$ cat src/rtl/mul_div_unit_if.sv
// Request/result bundle between the EXE stage and the HI/LO multiply/divide unit.
// The pipeline side is the master; the arithmetic unit is the slave.
interface mul_div_unit_if;
  logic        req_valid;
  logic [1:0]  req_op;
  logic [31:0] src_a;
  logic [31:0] src_b;
  logic        flush;
  logic        exe_wr;
  logic        busy;
  logic        res_valid;
  logic [31:0] res_hi;
  logic [31:0] res_lo;

  modport master (
    output req_valid, req_op, src_a, src_b, flush, exe_wr,
    input  busy, res_valid, res_hi, res_lo
  );

  modport slave (
    input  req_valid, req_op, src_a, src_b, flush, exe_wr,
    output busy, res_valid, res_hi, res_lo
  );
endinterface

$ cat src/rtl/mul_div_unit.sv
// Multicycle MULT/MULTU/DIV/DIVU unit producing HI/LO for the EXE stage.
// One-cycle multiply; 32-step restoring divider working on operand magnitudes.
module mul_div_unit (
  input  logic           clk,
  input  logic           rst,
  mul_div_unit_if.slave  bus
);

  typedef enum logic [1:0] {
    IDLE = 2'd0,
    MUL  = 2'd1,
    DIV  = 2'd2,
    DONE = 2'd3
  } state_e;

  state_e      state_q, state_d;
  logic [4:0]  cnt_q, cnt_d;
  logic [1:0]  op_q, op_d;
  logic [31:0] a_q, a_d;
  logic [31:0] b_q, b_d;
  logic [31:0] quo_q, quo_d;
  logic [31:0] rem_q, rem_d;
  logic        res_valid_q, res_valid_d;
  logic [31:0] res_hi_q, res_hi_d;
  logic [31:0] res_lo_q, res_lo_d;

  logic        is_signed_s;
  logic        neg_quo_s;
  logic        neg_rem_s;
  logic [31:0] b_mag_s;
  logic [63:0] prod_s;
  logic [32:0] rem_shift_s;
  logic [32:0] rem_diff_s;
  logic        quo_bit_s;
  logic [31:0] rem_next_s;
  logic [31:0] quo_next_s;

  // Datapath: product, one restoring-division step and result sign fix-up
  always_comb begin
    is_signed_s = ~op_q[0];
    b_mag_s     = (is_signed_s && b_q[31]) ? (32'd0 - b_q) : b_q;
    prod_s      = {{32{is_signed_s & a_q[31]}}, a_q} * {{32{is_signed_s & b_q[31]}}, b_q};
    rem_shift_s = {rem_q, quo_q[31]};
    rem_diff_s  = rem_shift_s - {1'b0, b_mag_s};
    if (rem_shift_s >= {1'b0, b_mag_s}) begin
      quo_bit_s  = 1'b1;
      rem_next_s = rem_diff_s[31:0];
    end else begin
      quo_bit_s  = 1'b0;
      rem_next_s = rem_shift_s[31:0];
    end
    quo_next_s = {quo_q[30:0], quo_bit_s};
    neg_quo_s  = is_signed_s & (a_q[31] ^ b_q[31]);
    neg_rem_s  = is_signed_s & a_q[31];
  end

  // Next-state and register-update logic; flush overrides everything but reset
  always_comb begin
    state_d     = state_q;
    cnt_d       = cnt_q;
    op_d        = op_q;
    a_d         = a_q;
    b_d         = b_q;
    quo_d       = quo_q;
    rem_d       = rem_q;
    res_valid_d = res_valid_q;
    res_hi_d    = res_hi_q;
    res_lo_d    = res_lo_q;
    if (bus.flush) begin
      state_d     = IDLE;
      cnt_d       = 5'd0;
      res_valid_d = 1'b0;
    end else begin
      case (state_q)
        IDLE: begin
          if (bus.req_valid) begin
            op_d  = bus.req_op;
            a_d   = bus.src_a;
            b_d   = bus.src_b;
            // quotient register starts as |dividend| and shifts left each step
            quo_d = (~bus.req_op[0] && bus.src_a[31]) ? (32'd0 - bus.src_a) : bus.src_a;
            rem_d = 32'd0;
            cnt_d = 5'd0;
            state_d = bus.req_op[1] ? DIV : MUL;
          end else begin
            state_d = IDLE;
          end
        end
        MUL: begin
          res_hi_d    = prod_s[63:32];
          res_lo_d    = prod_s[31:0];
          res_valid_d = 1'b1;
          state_d     = DONE;
        end
        DIV: begin
          if (b_q == 32'd0) begin
            res_hi_d    = a_q;
            res_lo_d    = 32'hFFFF_FFFF;
            res_valid_d = 1'b1;
            state_d     = DONE;
          end else begin
            quo_d = quo_next_s;
            rem_d = rem_next_s;
            if (cnt_q == 5'd31) begin
              res_lo_d    = neg_quo_s ? (32'd0 - quo_next_s) : quo_next_s;
              res_hi_d    = neg_rem_s ? (32'd0 - rem_next_s) : rem_next_s;
              res_valid_d = 1'b1;
              state_d     = DONE;
            end else begin
              cnt_d = cnt_q + 5'd1;
            end
          end
        end
        DONE: begin
          if (bus.exe_wr) begin
            res_valid_d = 1'b0;
            state_d     = IDLE;
          end else begin
            state_d = DONE;
          end
        end
        default: begin
          state_d     = IDLE;
          res_valid_d = 1'b0;
        end
      endcase
    end
  end

  // State and datapath registers with synchronous reset
  always_ff @(posedge clk) begin
    if (rst) begin
      state_q     <= IDLE;
      cnt_q       <= 5'd0;
      op_q        <= 2'd0;
      a_q         <= 32'd0;
      b_q         <= 32'd0;
      quo_q       <= 32'd0;
      rem_q       <= 32'd0;
      res_valid_q <= 1'b0;
      res_hi_q    <= 32'd0;
      res_lo_q    <= 32'd0;
    end else begin
      state_q     <= state_d;
      cnt_q       <= cnt_d;
      op_q        <= op_d;
      a_q         <= a_d;
      b_q         <= b_d;
      quo_q       <= quo_d;
      rem_q       <= rem_d;
      res_valid_q <= res_valid_d;
      res_hi_q    <= res_hi_d;
      res_lo_q    <= res_lo_d;
    end
  end

  assign bus.busy = ~rst & ~bus.flush &
                    (((state_q == IDLE) & bus.req_valid) | (state_q == MUL) | (state_q == DIV));
  assign bus.res_valid = res_valid_q;
  assign bus.res_hi    = res_hi_q;
  assign bus.res_lo    = res_lo_q;

endmodule

$ cat src/flat_wrapper.sv
// flat-port wrapper written by rule: the top's interface ports become plain ports
module mul_div_unit_flat 
  (clk, rst, bus_req_valid, bus_req_op, bus_src_a, bus_src_b, bus_flush, bus_exe_wr, bus_busy, bus_res_valid, bus_res_hi, bus_res_lo);
  mul_div_unit_if bus_i ();
  input  logic clk;
  input  logic rst;
  input wire logic [$bits(bus_i.req_valid)-1:0] bus_req_valid;
  input wire logic [$bits(bus_i.req_op)-1:0] bus_req_op;
  input wire logic [$bits(bus_i.src_a)-1:0] bus_src_a;
  input wire logic [$bits(bus_i.src_b)-1:0] bus_src_b;
  input wire logic [$bits(bus_i.flush)-1:0] bus_flush;
  input wire logic [$bits(bus_i.exe_wr)-1:0] bus_exe_wr;
  output wire logic [$bits(bus_i.busy)-1:0] bus_busy;
  output wire logic [$bits(bus_i.res_valid)-1:0] bus_res_valid;
  output wire logic [$bits(bus_i.res_hi)-1:0] bus_res_hi;
  output wire logic [$bits(bus_i.res_lo)-1:0] bus_res_lo;
  assign bus_i.req_valid = bus_req_valid;
  assign bus_i.req_op = bus_req_op;
  assign bus_i.src_a = bus_src_a;
  assign bus_i.src_b = bus_src_b;
  assign bus_i.flush = bus_flush;
  assign bus_i.exe_wr = bus_exe_wr;
  assign bus_busy = bus_i.busy;
  assign bus_res_valid = bus_i.res_valid;
  assign bus_res_hi = bus_i.res_hi;
  assign bus_res_lo = bus_i.res_lo;
  mul_div_unit u_core (.clk(clk), .rst(rst), .bus(bus_i));
endmodule
$ cat config.mk
export PLATFORM = sky130hd
export DESIGN_NAME = mul_div_unit_flat
export DESIGN_NICKNAME = d
export VERILOG_FILES = /design/src/rtl/mul_div_unit_if.sv /design/src/rtl/mul_div_unit.sv /design/src/flat_wrapper.sv
export SDC_FILE = /design/constraint.sdc
export NUM_CORES = 2
export LEC_CHECK = 0
export BUFFER_PORTS_ARGS = -buffer_cell sky130_fd_sc_hd__clkbuf_2
export CAP_MARGIN = 20
export CELL_PAD_IN_SITES_DETAIL_PLACEMENT = 0
export CELL_PAD_IN_SITES_GLOBAL_PLACEMENT = 1
export CORE_MARGIN = 10
export CORE_UTILIZATION = 30
export DETAILED_ROUTE_END_ITERATION = 10
export PLACE_DENSITY_LB_ADDON = 0.1
export SYNTH_ARGS = -nofsm -noshare
export SYNTH_HDL_FRONTEND = slang
export SYNTH_SLANG_ARGS = --single-unit
$ cat constraint.sdc
create_clock -name clk -period 22.4 [get_ports clk]
set_clock_uncertainty 0.15 [all_clocks]
set_input_delay 6.72 -clock clk [delete_from_list [all_inputs] [get_ports clk]]
set_output_delay 6.72 -clock clk [all_outputs]
set_load 0.1 [all_outputs]
==> reports/qor.csv <==
stage;metric;value;unit
pwr;ir_drop;0.05454;mV
global_routing;gr-total-overflow;0;
pwr;p_per_area;29.72;nW/µm²
routing;antenna_left;0;
cells_and_area;final_nets;7399;
cts;clk_transition_reported_paths;0.06;ns
timing;rsz0062_at_grt;no;
synthesis;synth_nets;7547;
worst_setup_path;max_stage_delay;0.49;ns
timing;slew_headroom;24.89;%
timing;hold_viol;0;
synthesis;ys.flop_type;dfxtp_1;
cells_and_area;area_growth_syn_to_layout;7.029;%
timing;holdWs;0.3009;ns
cts;hold_buffers;0;
worst_setup_path;arrival;7.87;ns
floorplan;die_y;434.6;µm
synthesis;yosys_warnings;0;
timing;fin_crit_sh;65.79;%
pwr;p_comb_share;50.9;%
worst_setup_path;cp_slowest_cell;clkbuf_2;
worst_setup_path;crit_path_end_kind;output port;
floorplan;core;171400;µm²
outcome;status;finished, final reports clean;
cts;cts_sinks;201;
synthesis;synthCells;6095;
routing;drt_wl_total;186100;µm
synthesis;synth.yosys.seq_area_share;7.803;%
routing;drc_errors;0;
floorplan;start_util;30.10;%
pwr;p_sw;786.4;µW
pwr;clock_power_share;24.7;%
timing;min_period;14.74;ns
floorplan;die_x;434.6;µm
cts;cts_tree;yes;
global_routing;antenna_found_initial;8;
cts;cts_made_buffers;23;
min_path;hold_path.class;flip-flop to flip-flop;
pwr;internal-power;853.8;µW
routing;vias;40128;
cts;clock_latency;0.58;ns
worst_setup_path;worstSetupPathType;input port to output port;
cts;h-tree-depth;1;
pwr;seq_power_share;24.4;%
timing;max_freq;0.06786;GHz
worst_setup_path;crit_family;buffers and inverters;
worst_setup_path;cp_data_required_time;15.53;ns
placement;gp_congestion;0.8753;
timing;final_max_slew_viol_count;0;
worst_setup_path;start_kind;input port;
worst_setup_path;critical_path.max_fanout;52;
cts;cts_resized;0;
cts;root_buffer;clkbuf_16;
pwr;sw_frac_of_total;47.94;%
placement;portBuffers;136;
floorplan;ioPinCount;137;
routing;first_iter_violations;2179;
timing;worst_pin_slew;1.127;ns
global_routing;grt_max_degree;76;
floorplan;die_area;188900;µm²
synthesis;async_flop_share;0;%
cts;post_cts.repair.setup_buffers;0;
worst_setup_path;crit_buf_inv;2;
routing;dr.pass1.iters;7;
timing;fin_setup_tns;0;ns
pwr;leakage;25.52;nW
global_routing;grt_pass1_wl;285700;µm
cts;clock_path_buffers;3;
run;maxCapViolCount;0;
synthesis;syn_area_per_cell;8.461;µm²
floorplan;std_cell_rows;152;
synthesis;synth_area;51570;µm²
timing;setup_viol;0;
global_routing;grt_pass1_vias;43593;
cells_and_area;drive_gt1_share;5.937;%
placement;hpwl;148600;µm
synthesis;synthDistinctLibCells;82;
global_routing;grtUsageTotal;19.94;%
synthesis;synth-edff-count;0;
worst_setup_path;crit_chain;buf_6, nor2_1, a21boi_0, clkbuf_2;
routing;routedWlPerCell;22.49;µm
routing;vias_per_cell;4.850;
synthesis;ys_ff_latch;201;
==> final timing paths <==
path / from / end / slack, ns / cells past startpoint
worst min-delay path: u_core.bus.res_lo[14] / u_core.bus.res_lo[14] / 0.30 / 2
worst min register to register: u_core.bus.res_lo[14] / u_core.bus.res_lo[14] / 0.30 / 2
worst max register to register: u_core.b_q[31] / u_core.bus.res_hi[29] / 11.94 / 29
worst max-delay path: rst / bus_busy / 7.66 / 4
==> tightest hold or removal path: stages, from the launching register on <==
cell     delay, ns
dfxtp_1       0.31
nand2_1       0.05
a21oi_1       0.05
==> routing by layer <==
layer	track usage [%]	routed length, µm	up-vias
met5	0	0	-
met4	4.552	5131	0
met3	1.052	4199	157
met2	35.51	93810	581
met1	26.55	82970	21125
li1	-	-	18265
==> layout by cell type (no fill, tap or decap), types with 17 or more instances in the layout <==
master and instances:
a211oi_1 27, a21o_1 51, a21oi_1 300, a31oi_1 27
and2_1 382, and3_1 24, buf_4 100, clkbuf_16 23
clkbuf_2 135, dfxtp_1 163, dfxtp_2 38, fa_1 1126
ha_1 254, inv_1 1132, mux2i_1 17, nand2_1 1079
nand2b_1 25, nand3_1 49, nand4_1 17, nor2_1 215
nor2b_1 20, nor3_1 62, o211ai_1 43, o21a_1 18
o21ai_0 119, o221ai_1 26, o31ai_1 23, or3_1 24
xnor2_1 137, xor2_1 74
==> power by group through the flow <==
stage | Combinational, mW | Sequential (mW) | Clock (mW)
floorplan | 0.529 | 0.417 | 0
global placement | 0.845 | 0.408 | 0
detailed placement | 0.846 | 0.408 | 0
CTS | 0.849 | 0.400 | 0.420
global route | 0.927 | 0.402 | 0.434
finish | 0.835 | 0.400 | 0.405
==> cell type report <==
| class | instances | area, µm² |
|---|---|---|
| multi-input combinational | 4350 | 41790 |
| fill | 18468 | 116200 |
| antenna | 1 | 2.502 |
| tap | 2310 | 2890 |
| clock inverter | 9 | 85.08 |
| inverter | 1134 | 4257 |
| sequential | 201 | 4071 |
| clock buffer | 32 | 649.4 |
| timing repair buffer | 237 | 1453 |
==> registers in the layout, indices dropped and copies added, names as in the netlist, 2 cells and up <==
name               cells
u_core.a_q            32
u_core.b_q            32
u_core.bus.res_hi     32
u_core.bus.res_lo     32
u_core.quo_q          32
u_core.rem_q          32
u_core.cnt_q           5
u_core.state_q         2
==> Yosys cell counts (74+ instances only) <==
cell type     n  share of area, %
nand2_1    1079               7.9
o21ai_0     119               1.2
xnor2_1     137               2.3
nor2_1      217               1.6
fa_1       1126                44
dfxtp_1     201               7.8
ha_1        255               6.2
inv_1      1133               8.2
and2_1      382               4.6
xor2_1       74               1.3
a21oi_1     300               2.9
clkbuf_1    347               2.5
==> metrics by stage <==
stage	cell area (µm²)	total power [mW]	utilization, %	setup slack [ns]	instances
final	55200	1.640	32.21	7.663	8274
after global routing	55190	1.762	32.21	7.510	8273
after CTS	55190	1.669	32.21	7.632	8273
after detailed placement	54460	1.254	31.78	7.640	8232
after global placement	54440	1.254	31.77	7.630	8230
after floorplan	51570	0.9457	-	6.286	6095
==> cells by family (layout without fill, tap and decap cells) <==
kind of cell	Yosys count	count (layout)	share of synthesized area [%]
mux	21	21	0.4173
buf+inv	1544	1412	11.29
fa+ha+maj	1381	1381	49.90
compound gates	768	768	9.479
xor+xnor	211	211	3.583
flops	201	201	7.803
simple gates	1969	1969	17.53
other cells	0	1	0
Note: power is estimated with default switching activity, not from simulation.
